## config.mk

```make
export PLATFORM = sky130hd
export DESIGN_NAME = fetch_stage
export DESIGN_NICKNAME = d
export VERILOG_FILES = /design/src/rtl/fetch_stage.sv
export SDC_FILE = /design/constraint.sdc
export NUM_CORES = 1
export LEC_CHECK = 0
export BUFFER_PORTS_ARGS = -buffer_cell sky130_fd_sc_hd__buf_4
export CORE_MARGIN = 2
export CORE_UTILIZATION = 47
export CTS_BUF_LIST = sky130_fd_sc_hd__clkbuf_4
export CTS_CLUSTER_DIAMETER = 120
export CTS_CLUSTER_SIZE = 8
export DETAILED_ROUTE_END_ITERATION = 6
export GPL_TIMING_DRIVEN = 0
export PLACE_DENSITY_LB_ADDON = 0.3
export SYNTH_ARGS = -nofsm -noshare
export SYNTH_HDL_FRONTEND = slang
export SYNTH_SLANG_ARGS = --single-unit
```

## constraint.sdc

```tcl
create_clock -name clk -period 6.9 [get_ports clk]
set_input_delay 1.38 -clock clk [delete_from_list [all_inputs] [get_ports clk]]
set_output_delay 1.38 -clock clk [all_outputs]
set_load 0.03 [all_outputs]
```

## src/rtl/fetch_stage.sv

```systemverilog
// -----------------------------------------------------------------------------
// fetch_stage -- instruction-fetch stage of the pipelined LEGv8 processor.
//
// This stage owns the program counter and drives the combinational
// instruction ROM. Each fetched word is captured into the IF/ID pipeline
// register together with its PC. It also handles stall and branch-redirect
// requests that come from later stages.
//
// Optional feature macro: FETCH_FLUSH_EN
//   defined   : branch_taken flushes IF/ID to a NOP bubble (valid_D = 0),
//               overriding stall_F; pc_D holds.
//   undefined : branch_taken redirects the PC only. The wrong-path
//               instruction proceeds, because software schedules delay slots.
//
// Ports:
//   clk, reset     rising-edge clock, asynchronous active-high reset
//   stall_F        hold PC, IF/ID and fetch counter
//   branch_taken   redirect request; wins over stall_F for the PC
//   branch_target  redirect byte address; bits [1:0] are ignored
//   imem_addr      ROM word address = PC[IMEM_AW+1:2]
//   imem_q         ROM data, combinational from imem_addr
//   pc_F           current PC
//   pc_D, instr_D  IF/ID PC and instruction
//   valid_D        IF/ID holds a real fetched instruction
//   halt_D         IF/ID holds CBZ XZR self-loop (valid only)
//   fetch_count    instructions loaded into IF/ID since reset, saturating
// -----------------------------------------------------------------------------
module fetch_stage #(
  parameter int          N         = 64,
  parameter int          IMEM_AW   = 7,
  parameter logic [31:0] NOP_INSTR = 32'h8b1f03ff
) (
  input  logic               clk,
  input  logic               reset,
  input  logic               stall_F,
  input  logic               branch_taken,
  input  logic [N-1:0]       branch_target,
  output logic [IMEM_AW-1:0] imem_addr,
  input  logic [31:0]        imem_q,
  output logic [N-1:0]       pc_F,
  output logic [N-1:0]       pc_D,
  output logic [31:0]        instr_D,
  output logic               valid_D,
  output logic               halt_D,
  output logic [31:0]        fetch_count
);

  localparam logic [31:0] HALT_INSTR = 32'hb400001f;

  logic [N-1:0] pc_q,       pc_d;
  logic [N-1:0] ifid_pc_q,  ifid_pc_d;
  logic [31:0]  ifid_ins_q, ifid_ins_d;
  logic         ifid_vld_q, ifid_vld_d;
  logic [31:0]  count_q,    count_d;
  logic         ifid_load;

  // NOTE: every always_comb output gets a default first, so no path leaves
  // it unassigned and no latch is inferred.
  always_comb begin
    pc_d       = pc_q;
    ifid_pc_d  = ifid_pc_q;
    ifid_ins_d = ifid_ins_q;
    ifid_vld_d = ifid_vld_q;
    ifid_load  = 1'b0;

    // A redirect is never lost, even under stall. The target is forced to
    // word alignment.
    if (branch_taken)
      pc_d = branch_target & ~N'(3);
    else if (!stall_F)
      pc_d = pc_q + N'(4);

`ifdef FETCH_FLUSH_EN
    if (branch_taken) begin
      ifid_ins_d = NOP_INSTR;
      ifid_vld_d = 1'b0;
    end else
`endif
    if (!stall_F) begin
      ifid_pc_d  = pc_q;
      ifid_ins_d = imem_q;
      ifid_vld_d = 1'b1;
      ifid_load  = 1'b1;
    end

    // Count real loads only, and saturate at all-ones.
    count_d = count_q;
    if (ifid_load && (count_q != '1))
      count_d = count_q + 32'd1;
  end

  // NOTE: sequential state uses non-blocking assignments only, so every flop
  // samples the pre-edge values regardless of statement order.
  always_ff @(posedge clk or posedge reset) begin
    if (reset) begin
      pc_q       <= '0;
      ifid_pc_q  <= '0;
      ifid_ins_q <= NOP_INSTR;
      ifid_vld_q <= 1'b0;
      count_q    <= '0;
    end else begin
      pc_q       <= pc_d;
      ifid_pc_q  <= ifid_pc_d;
      ifid_ins_q <= ifid_ins_d;
      ifid_vld_q <= ifid_vld_d;
      count_q    <= count_d;
    end
  end

  // PCs beyond the ROM size alias back into it by design.
  assign imem_addr   = pc_q[IMEM_AW+1:2];
  assign pc_F        = pc_q;
  assign pc_D        = ifid_pc_q;
  assign instr_D     = ifid_ins_q;
  assign valid_D     = ifid_vld_q;
  assign halt_D      = ifid_vld_q && (ifid_ins_q == HALT_INSTR);
  assign fetch_count = count_q;

endmodule
```

==> flow_metrics.tcl <==
set metrics [dict create \
    wl_per_cell_um 18.9 \
    syn_area_um2 8900 \
    drt_iter0_drc 527 \
    setup_viol 0 \
    cpMaxStageDelayCell "or4_1" \
    fillCellCount 1520 \
    power_density_nw_per_um2 242 \
    start_util_pct 47.8 \
    rsz0062_at_grt "false" \
    drv_cap 0 \
    hold_viol 0 \
    syn2layout_area_growth_pct 31.3 \
    port_buffers 292 \
    synthFlopType "dfrtp_1" \
    skew_ns 0.0179 \
    fin_setup_tns_ns 0 \
    ios 301 \
    synth.yosys.seq_area_share_pct 53.4 \
    period_needed_ns 3.90 \
    finalWirelength_mm 25.9 \
    crit_path_max_fanout 3 \
    critPathRequiredTime_ns 5.52 \
    ctsResizeCount 0 \
    die_w_um 142 \
    max_stage_delay_ns 0.53 \
    synth_top_area_share_pct 47.8 \
    grt_pass1_vias 7430 \
    vias 7687 \
    antenna_found_initial 1 \
    synthTopCellsByArea "dfrtp_1, mux2_2, dfstp_2, nand2_1, xor2_1" \
    seq_area_um2 4750 \
    period_share_pct 56.5 \
    dieArea_um2 20100 \
    cts.reportedPaths.clkPinSlew_ns 0.15 \
    drt_first_pass_iters 5 \
    slew_headroom_pct 42.2 \
    ant_nets 0 \
    worst_pin_slew_ns 0.862 \
    drcViolationCount 0 \
    crit_path_frequent_cell "nor4_1" \
    grt_max_degree 108 \
    synth_async_sr_flop_share_pct 100 \
    vdd_drop_max_mv 0.133 \
    arrival_ns 2.52 \
    floorplan.die.height_um 142 \
    start_kind "register" \
    finalMaxSlewViolations 0 \
    ys_ff_latch 189 \
    hp-class "register to register" \
    syn_area_per_cell_um2 11.1 \
    drive_gt1_share_pct 40.6 \
    hpwl_mm 19.2 \
    grt_remaining_overflow 0 \
    cts-buffers-inserted 17 \
    grt.total_usage_pct 25.9 \
    row_count 50 \
    vias_per_cell 5.63 \
    insertion_delay_ns 0.58 \
    cts_buffer_depth 2 \
    synth_cells 803 \
    crit_chain "or4_1, nor4_1, nand4_1, nor4_1, buf_4" \
    cts_hold_buf 0 \
    synth-warning-count 0 \
    criticalPathCategory "register to primary output" \
    cts_max_level 4 \
    multi_input_area_um2 3910 \
    yosysTopAreaCell "dfrtp_1" \
    cts_tree "built" \
    outcome "complete, no violations" \
    power_leakage_nw 5.15 \
    synth_edf_count 0 \
    end_kind "primary output" \
    gp_congestion 0.824 \
    ys_types 49 \
    fmax_mhz 257 \
    cts_setup_buffers 0 \
    grt_first_pass_wirelength_mm 40.5 \
    hold_ws_ns 0.505 \
    core_um2 18600 \
    cts-root-buf "clkbuf_4" \
    nets 1220 \
    cts_sinks 189 \
]
-- cells in the final DEF (no fill, tap or decap), types with 3 or more instances in the layout --
cell,netlist,routed
buf_4,11,303
dfrtp_1,170,170
nand2_1,91,91
mux2_2,90,90
o21ai_0,47,47
nand4_1,42,42
nand3_1,38,38
nor2_1,36,36
xor2_1,36,36
clkbuf_1,29,29
xnor2_1,27,27
nor3_1,19,19
or4_1,19,19
dfstp_2,19,19
a31oi_1,18,18
clkbuf_4,0,18
o31ai_1,13,13
and4_1,11,11
nor4_1,11,11
and3_1,9,9
inv_1,9,8
or3_1,6,6
nand4b_1,6,6
nor2b_1,5,5
conb_1,1,4
or2_2,3,3
a22oi_1,3,3
clkinv_1,0,3
clkinv_2,0,3
inv_6,0,3
clkinv_4,0,3
-- sequential cells by signal, summed over array words and instances (netlist names) --
register / cells
valid_D: 1
pc_F: 62
pc_D: 62
fetch_count: 32
instr_D: 32
-- cells by family (layout without fill, tap and decap cells) --
kind of cell / after synthesis / after routing / synth area share, %
adder cells (fa/ha/maj): 2 / 2 / 0.281
buffers and inverters: 54 / 379 / 2.84
AO/OA/AOI/OAI: 93 / 93 / 6.59
multiplexers: 92 / 92 / 11.6
other: 1 / 5 / 0.0421
XOR/XNOR: 63 / 63 / 6.20
AND/OR/NAND/NOR: 309 / 309 / 19.0
flip-flops: 189 / 189 / 53.4
-- cell type report --
class,count,share of cell area [%]
tap,234,2.51
clock inverter,14,0.996
buffer,44,1.84
clock buffer,18,1.16
sequential,189,40.7
inverter,10,0.385
multi-input combinational,563,33.4
timing repair buffer,293,19.0
antenna,1,0.0214
-- Yosys cell counts (11+ instances only) --
master	instances
a31oi_1	18
and4_1	11
buf_4	11
clkbuf_1	29
dfrtp_1	170
dfstp_2	19
mux2_2	90
nand2_1	91
nand3_1	38
nand4_1	42
nor2_1	36
nor3_1	19
nor4_1	11
o21ai_0	47
o31ai_1	13
or4_1	19
xnor2_1	27
xor2_1	36
-- critical path, delay by kind of cell, from the launching register on --
family        cells  cell delay, ns
buf+inv           1            0.21
flops             1            0.41
simple gates      4            1.32
-- per-layer routing --
| metal | up-vias | global-route usage, % | part of all wire [%] |
|---|---|---|---|
| met5 | - | 0 | 0 |
| met4 | 0 | 8.26 | 2.3 |
| met3 | 44 | 6.82 | 6.9 |
| met2 | 303 | 40.7 | 48 |
| met1 | 3778 | 35.5 | 43 |
| li1 | 3562 | - | - |
-- through the flow --
step           worst slack, ns  util, %  power, mW  instances  area [um2]
5_1_grt                   2.89     62.7       2.95       1366       11700
3_5_place_dp              2.88     61.3       2.28       1333       11400
3_3_place_gp             -1.89     61.1       2.25       1332       11400
4_1_cts                   2.98     62.7       2.84       1365       11700
6_report                  3.00     62.7       2.82       1366       11700
2_1_floorplan            0.409        -       1.90        806        8910
-- worst paths after layout --
check / start / to / slack (ns) / cells after the start
max: instr_D[6]$_DFFE_PP1N_ / halt_D / 3.00 / 5
min: pc_D[15]$_DFFE_PP0N_ / pc_D[15]$_DFFE_PP0N_ / 0.51 / 2
max reg2reg: pc_F[2]$_DFFE_PP0N_ / pc_F[40]$_DFFE_PP0N_ / 3.76 / 7
min reg2reg: pc_D[15]$_DFFE_PP0N_ / pc_D[15]$_DFFE_PP0N_ / 0.51 / 2
max in group asynchronous: reset / pc_F[40]$_DFFE_PP0N_ / 5.09 / 3
min in group asynchronous: reset / instr_D[15]$_DFFE_PP0N_ / 0.91 / 2
-- report_power, final --
| group | internal [mW] | leakage, nW | switching (mW) |
|---|---|---|---|
| registers | 1.25 | 2.24 | 0.159 |
| logic | 0.342 | 2.77 | 0.503 |
| clock network | 0.182 | 0.139 | 0.388 |
(Power assumes the default switching activity.)
